`src/rtl/uart_tx_frm.sv`:
```
// rtl/uart_tx_frm.sv - UART transmit framer (start, LSB-first data, optional parity, stop); UART_TX_TWO_STOP_EN adds a second stop cycle
module uart_tx_frm #(
    parameter int DATA_WIDTH = 8
) (
    input  logic                  CLK,
    input  logic                  RST,
    input  logic [DATA_WIDTH-1:0] P_DATA,
    input  logic                  DATA_VALID,
    input  logic                  PAR_EN,
    input  logic                  PAR_TYP,
    output logic                  TX_OUT,
    output logic                  BUSY
);

    localparam int CW = (DATA_WIDTH > 1) ? $clog2(DATA_WIDTH) : 1;

    typedef enum logic [2:0] {
        IDLE   = 3'd0,
        START  = 3'd1,
        DATA   = 3'd2,
        PARITY = 3'd3,
        STOP   = 3'd4
    } state_t;

    state_t                state, state_n;
    logic [CW-1:0]         cnt, cnt_n;
    logic [DATA_WIDTH-1:0] data_reg, data_n;
    logic                  par_en_reg, par_en_n;
    logic                  par_typ_reg, par_typ_n;
    logic                  tx_n, busy_n;
    logic                  par_bit;
`ifdef UART_TX_TWO_STOP_EN
    logic                  stop_cnt, stop_cnt_n;
`endif

    // Even type sends the XOR of the word; odd type sends its complement.
    assign par_bit = (^data_reg) ^ par_typ_reg;

    always_ff @(posedge CLK) begin
        if (!RST) begin
            state       <= IDLE;
            cnt         <= '0;
            data_reg    <= '0;
            par_en_reg  <= 1'b0;
            par_typ_reg <= 1'b0;
            TX_OUT      <= 1'b1;
            BUSY        <= 1'b0;
`ifdef UART_TX_TWO_STOP_EN
            stop_cnt    <= 1'b0;
`endif
        end else begin
            state       <= state_n;
            cnt         <= cnt_n;
            data_reg    <= data_n;
            par_en_reg  <= par_en_n;
            par_typ_reg <= par_typ_n;
            TX_OUT      <= tx_n;
            BUSY        <= busy_n;
`ifdef UART_TX_TWO_STOP_EN
            stop_cnt    <= stop_cnt_n;
`endif
        end
    end

    // Outputs are computed for the state being entered so the flops carry the line value directly.
    always_comb begin
        state_n   = state;
        cnt_n     = cnt;
        data_n    = data_reg;
        par_en_n  = par_en_reg;
        par_typ_n = par_typ_reg;
        tx_n      = 1'b1;
        busy_n    = 1'b1;
`ifdef UART_TX_TWO_STOP_EN
        stop_cnt_n = stop_cnt;
`endif
        case (state)
            IDLE: begin
                busy_n = 1'b0;
                if (DATA_VALID) begin
                    state_n   = START;
                    data_n    = P_DATA;
                    par_en_n  = PAR_EN;
                    par_typ_n = PAR_TYP;
                    tx_n      = 1'b0;
                    busy_n    = 1'b1;
                end
            end
            START: begin
                state_n = DATA;
                cnt_n   = '0;
                tx_n    = data_reg[0];
            end
            DATA: begin
                if (cnt == CW'(DATA_WIDTH - 1)) begin
                    cnt_n = '0;
                    if (par_en_reg) begin
                        state_n = PARITY;
                        tx_n    = par_bit;
                    end else begin
                        state_n = STOP;
                    end
                end else begin
                    cnt_n = cnt + CW'(1);
                    tx_n  = data_reg[cnt_n];
                end
            end
            PARITY: begin
                state_n = STOP;
            end
            STOP: begin
`ifdef UART_TX_TWO_STOP_EN
                if (!stop_cnt) begin
                    stop_cnt_n = 1'b1;
                end else begin
                    stop_cnt_n = 1'b0;
                    state_n    = IDLE;
                    busy_n     = 1'b0;
                end
`else
                state_n = IDLE;
                busy_n  = 1'b0;
`endif
            end
            default: begin
                state_n = IDLE;
                busy_n  = 1'b0;
            end
        endcase
    end

endmodule

```
`config.mk`:
```
export PLATFORM = sky130hd
export DESIGN_NAME = uart_tx_frm
export DESIGN_NICKNAME = d
export VERILOG_FILES = /design/src/rtl/uart_tx_frm.sv
export SDC_FILE = /design/constraint.sdc
export NUM_CORES = 1
export LEC_CHECK = 0
export CORE_MARGIN = 3
export CORE_UTILIZATION = 30
export DETAILED_ROUTE_END_ITERATION = 6
export DONT_BUFFER_PORTS = 1
export HOLD_SLACK_MARGIN = 0.05
export SYNTH_ARGS = -nofsm -noshare
export SYNTH_HDL_FRONTEND = slang
export SYNTH_SLANG_ARGS = --single-unit
export TNS_END_PERCENT = 10
```
`constraint.sdc`:
```
create_clock -name CLK -period 5.9 [get_ports CLK]
set_input_delay 1.18 -clock CLK [delete_from_list [all_inputs] [get_ports CLK]]
set_output_delay 1.18 -clock CLK [all_outputs]
set_load 0.03 [all_outputs]
```
Word level (Yosys, flattened, before mapping) --
Index checks and enable logic that the tools add are counted.
Operators by class: $add $sub $neg 1, $mul 0, divide/modulo/power cells 0, order comparisons 1, eq/ne operators 6, shift-type cells 0, multiplexer cells 14, bitwise operators 1, reduce and logical (&&, ||, !) cells 6
Operators by type and width (count):
- $mux 3 | 4
- $pmux 3 s4 | 1
- $reduce_xor 8->1 | 1
- $eq 3x2->1 const B | 2
- $pmux 3 s2 | 1
- $mux 1 | 5
- $lt 3x4->1 const B | 1
- $ne 2x2->1 const B | 2
- $reduce_and 2->1 | 2
- $add 3x1->3 const B | 1
- $bmux 1 s3 | 1
- $eq 3x1->1 const B | 1
- $eq 3x3->1 const B | 1
- $logic_not 3->1 | 1
- $pmux 1 s3 | 1
- $reduce_or 3->1 | 1
- $pmux 1 s2 | 1
- $reduce_bool 2->1 | 1
- $xor 1x1->1 | 1
Storage, ports and cells: register bits 18, latch bits 0, memory bits (writable) 0, memory bits (read-only) 0, output and inout port bits 2, logic and storage cells 36, memories 0

Logic depth before layout (Yosys ltp) --
word-level depth 5, gate-level depth with buffers 6, gate-level depth less buffers 6

Worst setup path after synthesis --
OpenSTA, ideal clock, no wires.
path type register to register, from register cnt[0], to register TX_OUT, arrival time 1.883 ns, required time 5.781 ns, path slack 3.897 ns, cell stages (with the launch flop) 7, period minus slack after synthesis 2.003 ns, cells stage by stage dfxtp_1 > ha_1 > ha_1 > mux2_2 > mux4_2 > o211ai_2 > a21oi_2
Between the ends: word-level cells in the longest chain between the ends 5, elaborated cells between the ends (all ways) 6, classes of those cells add/sub: 1; eq/ne: 1; mux: 4
RTL lines:
- from (decl) | RTL line 26 | logic [CW-1:0] cnt, cnt_n;
- from (signal assigned) | RTL line 53 | cnt <= cnt_n;
- $add 3x1->3 | RTL line 104 | cnt_n = cnt + CW'(1);
- $bmux 1 s3 | RTL line 105 | tx_n = data_reg[cnt_n];
- $mux 1 (not written as such) | RTL line 105
- $mux 1 * | RTL line 95 | if (cnt == CW'(DATA_WIDTH - 1)) begin
- $pmux 1 s3 * | RTL line 77 | case (state)
- to (signal assigned) | RTL line 57 | TX_OUT <= tx_n;
- to (decl) | RTL line 11 | output logic TX_OUT,
Every way passes the cells marked *; elsewhere a longest branch is shown, timed or not. The select of a mux whose other input is x is not followed. A chain may end at the register's enable or synchronous reset.

Final worst setup path --
Same ends and word-level chain as after synthesis.

==> metrics.yaml <==
cts:
  ctsResizeCount: 0
  clock-sinks: 18
  cts_hold_buf: 0
  worstSkewPairLatency_ns: 0.30
  cts_root_buf: "clkbuf_4"
  cts_setup_buffers: 0
  cts_buffers: 3
  clk_pin_slew_ns: 0.11
  clock_path_buffers: 2
  cts_tree: "yes"
  htree_num_levels: 1
setup_path:
  cp.arrival_ns: 2.32
  reg2reg_to: "TX_OUT"
  cp_max_fo: 5
  cpMostUsedCell: "ha_1"
  crit_required_ns: 6.10
  rr_startpoint: "cnt[0]"
  critPathTopFamily: "multiplexers"
  cp-end-kind: "flop"
  r2r_setup_slack_ns: 3.78
  cp_num_buf_inv: 0
  worstSetupStartpoint: "cnt[0]"
  worstSetupPathDepth: 6
  cp-endpoint: "TX_OUT"
  slowest_stage: "mux4_2"
  rr_worst_depth: 6
  cp_cell_sequence: "ha_1 -> ha_1 -> mux2_1 -> mux4_2 -> o211ai_2 -> a21oi_2"
  critical_path_class: "reg -> reg"
  startpoint_type: "flop"
  slowest_delay_ns: 0.48
layout:
  multi_input_area_um2: 571.8
  nets: 116
  fill_cells: 318
  layout-drive-gt1-share_pct: 12.00
  largest_reg_flops: 8
  n_antenna_cell: 0
  area.growth.synth_to_final_pct: 7.339
  regArea_um2: 360.3
sta:
  fin_tns_setup_ns: 0
  clock_skew_ns: 0.003112
  min_period_ns: 2.116
  max_slew_margin_pct: 71.14
  fmax_mhz: 472.6
  hold_viol: 0
  setup_viol: 0
  rsz0062_at_grt: "no"
  maxSlewViolCount: 0
  fin_crit_sh_pct: 35.86
  worstMarginPinSlew_ns: 0.4323
synth:
  synth-async-reset-ratio_pct: 0
  post_synth.cell_area_avg_um2: 9.547
  yosys.area.top_type: "dfxtp_1"
  netlist_instances: 100
  synthesis.area_um2: 954.7
  yosysWarnings: 0
  ys.flop_type: "dfxtp_1"
  ys_types: 31
  synth_fp_nets: 115
  synth_edf_count: 0
  synth_top_area_share_pct: 37.75
  synthTopCellsByArea: "dfxtp_1 38%, nand2_1 9.0%, a21boi_0 7.9%, mux2_2 4.7%, xnor3_1 4.7%"
  ys_seq_area_share_pct: 37.75
  ys_ff_latch: 18
placement:
  io_buffers: 0
  dp_hpwl_mm: 1.348
  gp_congestion: 0.7481
die:
  dieHeight_um: 62.41
  dieWidth_um: 62.41
  die_area_um2: 3895
  rows: 19
  ios: 15
  core_area_um2: 2900
  start_util_pct: 32.92
pwr:
  switching_share_pct: 26.63
  p_leak_uw: 0.0003827
  power_uw: 257.6
  internal_power_uw: 189.0
  power_density_nw_per_um2: 251.3
  pwr-share-comb_pct: 15.0
  seq_power_share_pct: 54.6
  irDropWorstVdd_v: 0.00006604
  p_clk_share_pct: 30.4
  p_sw_uw: 68.59
grt:
  antenna_found_initial: 0
  track_usage_pct: 10.20
  grt_pass1_wl_mm: 3.111
  grt_pass1_vias: 710
  grt-ovfl-total: 0
  grt_max_degree: 16
routing:
  viasPerCell: 4.803
  ant_nets: 0
  wl_mm: 1.815
  drt_iter0_markers: 16
  dr.pass1.iters: 3
  routedWlPerCell_um: 12.78
  vias: 682
  drc: 0
hold_path:
  hp-class: "reg -> reg"
  hold_path_depth: 2
flow_run:
  maxCapViolations: 0
run_status:
  status: "completed"
cell usage after synthesis, types with 2 or more instances:
master / number
mux2_2: 4
nor3_1: 2
nor2b_1: 4
ha_1: 2
dfxtp_1: 18
a22oi_1: 3
nor2_1: 4
mux2_1: 2
nand2_1: 23
xnor2_1: 2
a21oi_1: 2
xnor3_1: 2
a21boi_0: 10
buf_2: 3
o21bai_1: 2
a2111oi_0: 2
metrics by stage:
step | cell area [um^2] | hold WS, ns | utilization, % | instances | worst slack, ns
after floorplan | 954.7 | 0.4553 | - | 100 | 3.897
after global placement | 988.4 | 0.4692 | 34.08 | 138 | 3.804
after detailed placement | 988.4 | 0.4783 | 34.08 | 138 | 3.788
after CTS | 1025 | 0.4947 | 35.33 | 142 | 3.772
after global routing | 1025 | 0.5318 | 35.33 | 142 | 3.669
final | 1025 | 0.4925 | 35.33 | 142 | 3.784
worst min-delay path, cell delays in order (launching register included):
cell and delay, ns:
dfxtp_1 0.34, nand2_1 0.05, a21boi_0 0.07
worst min-delay path by stage:
stage / from / slack, ns / endpoint
2_1_floorplan: par_typ_reg / 0.46 / par_typ_reg
3_3_place_gp: par_typ_reg / 0.47 / par_typ_reg
3_5_place_dp: par_typ_reg / 0.48 / par_typ_reg
4_1_cts: par_typ_reg / 0.49 / par_typ_reg
5_1_grt: par_typ_reg / 0.53 / par_typ_reg
6_report: par_typ_reg / 0.49 / par_typ_reg
layer usage:
layer | GRT usage (%) | up-vias | routed length [um]
met2 | 16.25 | 11 | 865
met5 | 0 | - | 0
met4 | 5.785 | 0 | 18
met1 | 11.84 | 316 | 862
met3 | 3.597 | 2 | 69
li1 | - | 353 | -
power by group through the flow:
stage	sequential, uW	combinational, uW	clock [uW]
3_3_place_gp	143	37.6	0
5_1_grt	142	43.2	83.9
2_1_floorplan	139	37.1	0
4_1_cts	141	39.2	80.7
3_5_place_dp	144	38.8	0
6_report	141	38.6	78.3
cells by family after synthesis:
| logic type | Yosys count | synth area share, % |
|---|---|---|
| and+or+nand+nor | 37 | 17.30 |
| buffers and inverters | 5 | 2.358 |
| adders and majority gates | 2 | 2.621 |
| xor gates and xnor gates | 6 | 9.961 |
| AOI/OAI and AO/OA | 24 | 19.53 |
| DFF | 18 | 37.75 |
| muxes | 8 | 10.48 |
cell type report:
cell class | count | share of cell area (%)
multi-input cells | 77 | 55.80
flip-flops and latches | 18 | 35.16
well taps | 42 | 5.128
clock buffers | 4 | 3.541
inverters | 1 | 0.3663
cells in the final DEF, fill, tap and decap left out, types with 3 or more instances in the layout:
| cell type | netlist | layout |
|---|---|---|
| nand2_1 | 23 | 23 |
| dfxtp_1 | 18 | 18 |
| a21boi_0 | 10 | 10 |
| nor2b_1 | 4 | 4 |
| nor2_1 | 4 | 4 |
| mux2_2 | 4 | 4 |
| a22oi_1 | 3 | 3 |
| clkbuf_4 | 0 | 3 |
Note: power is estimated with default switching activity, not from simulation.
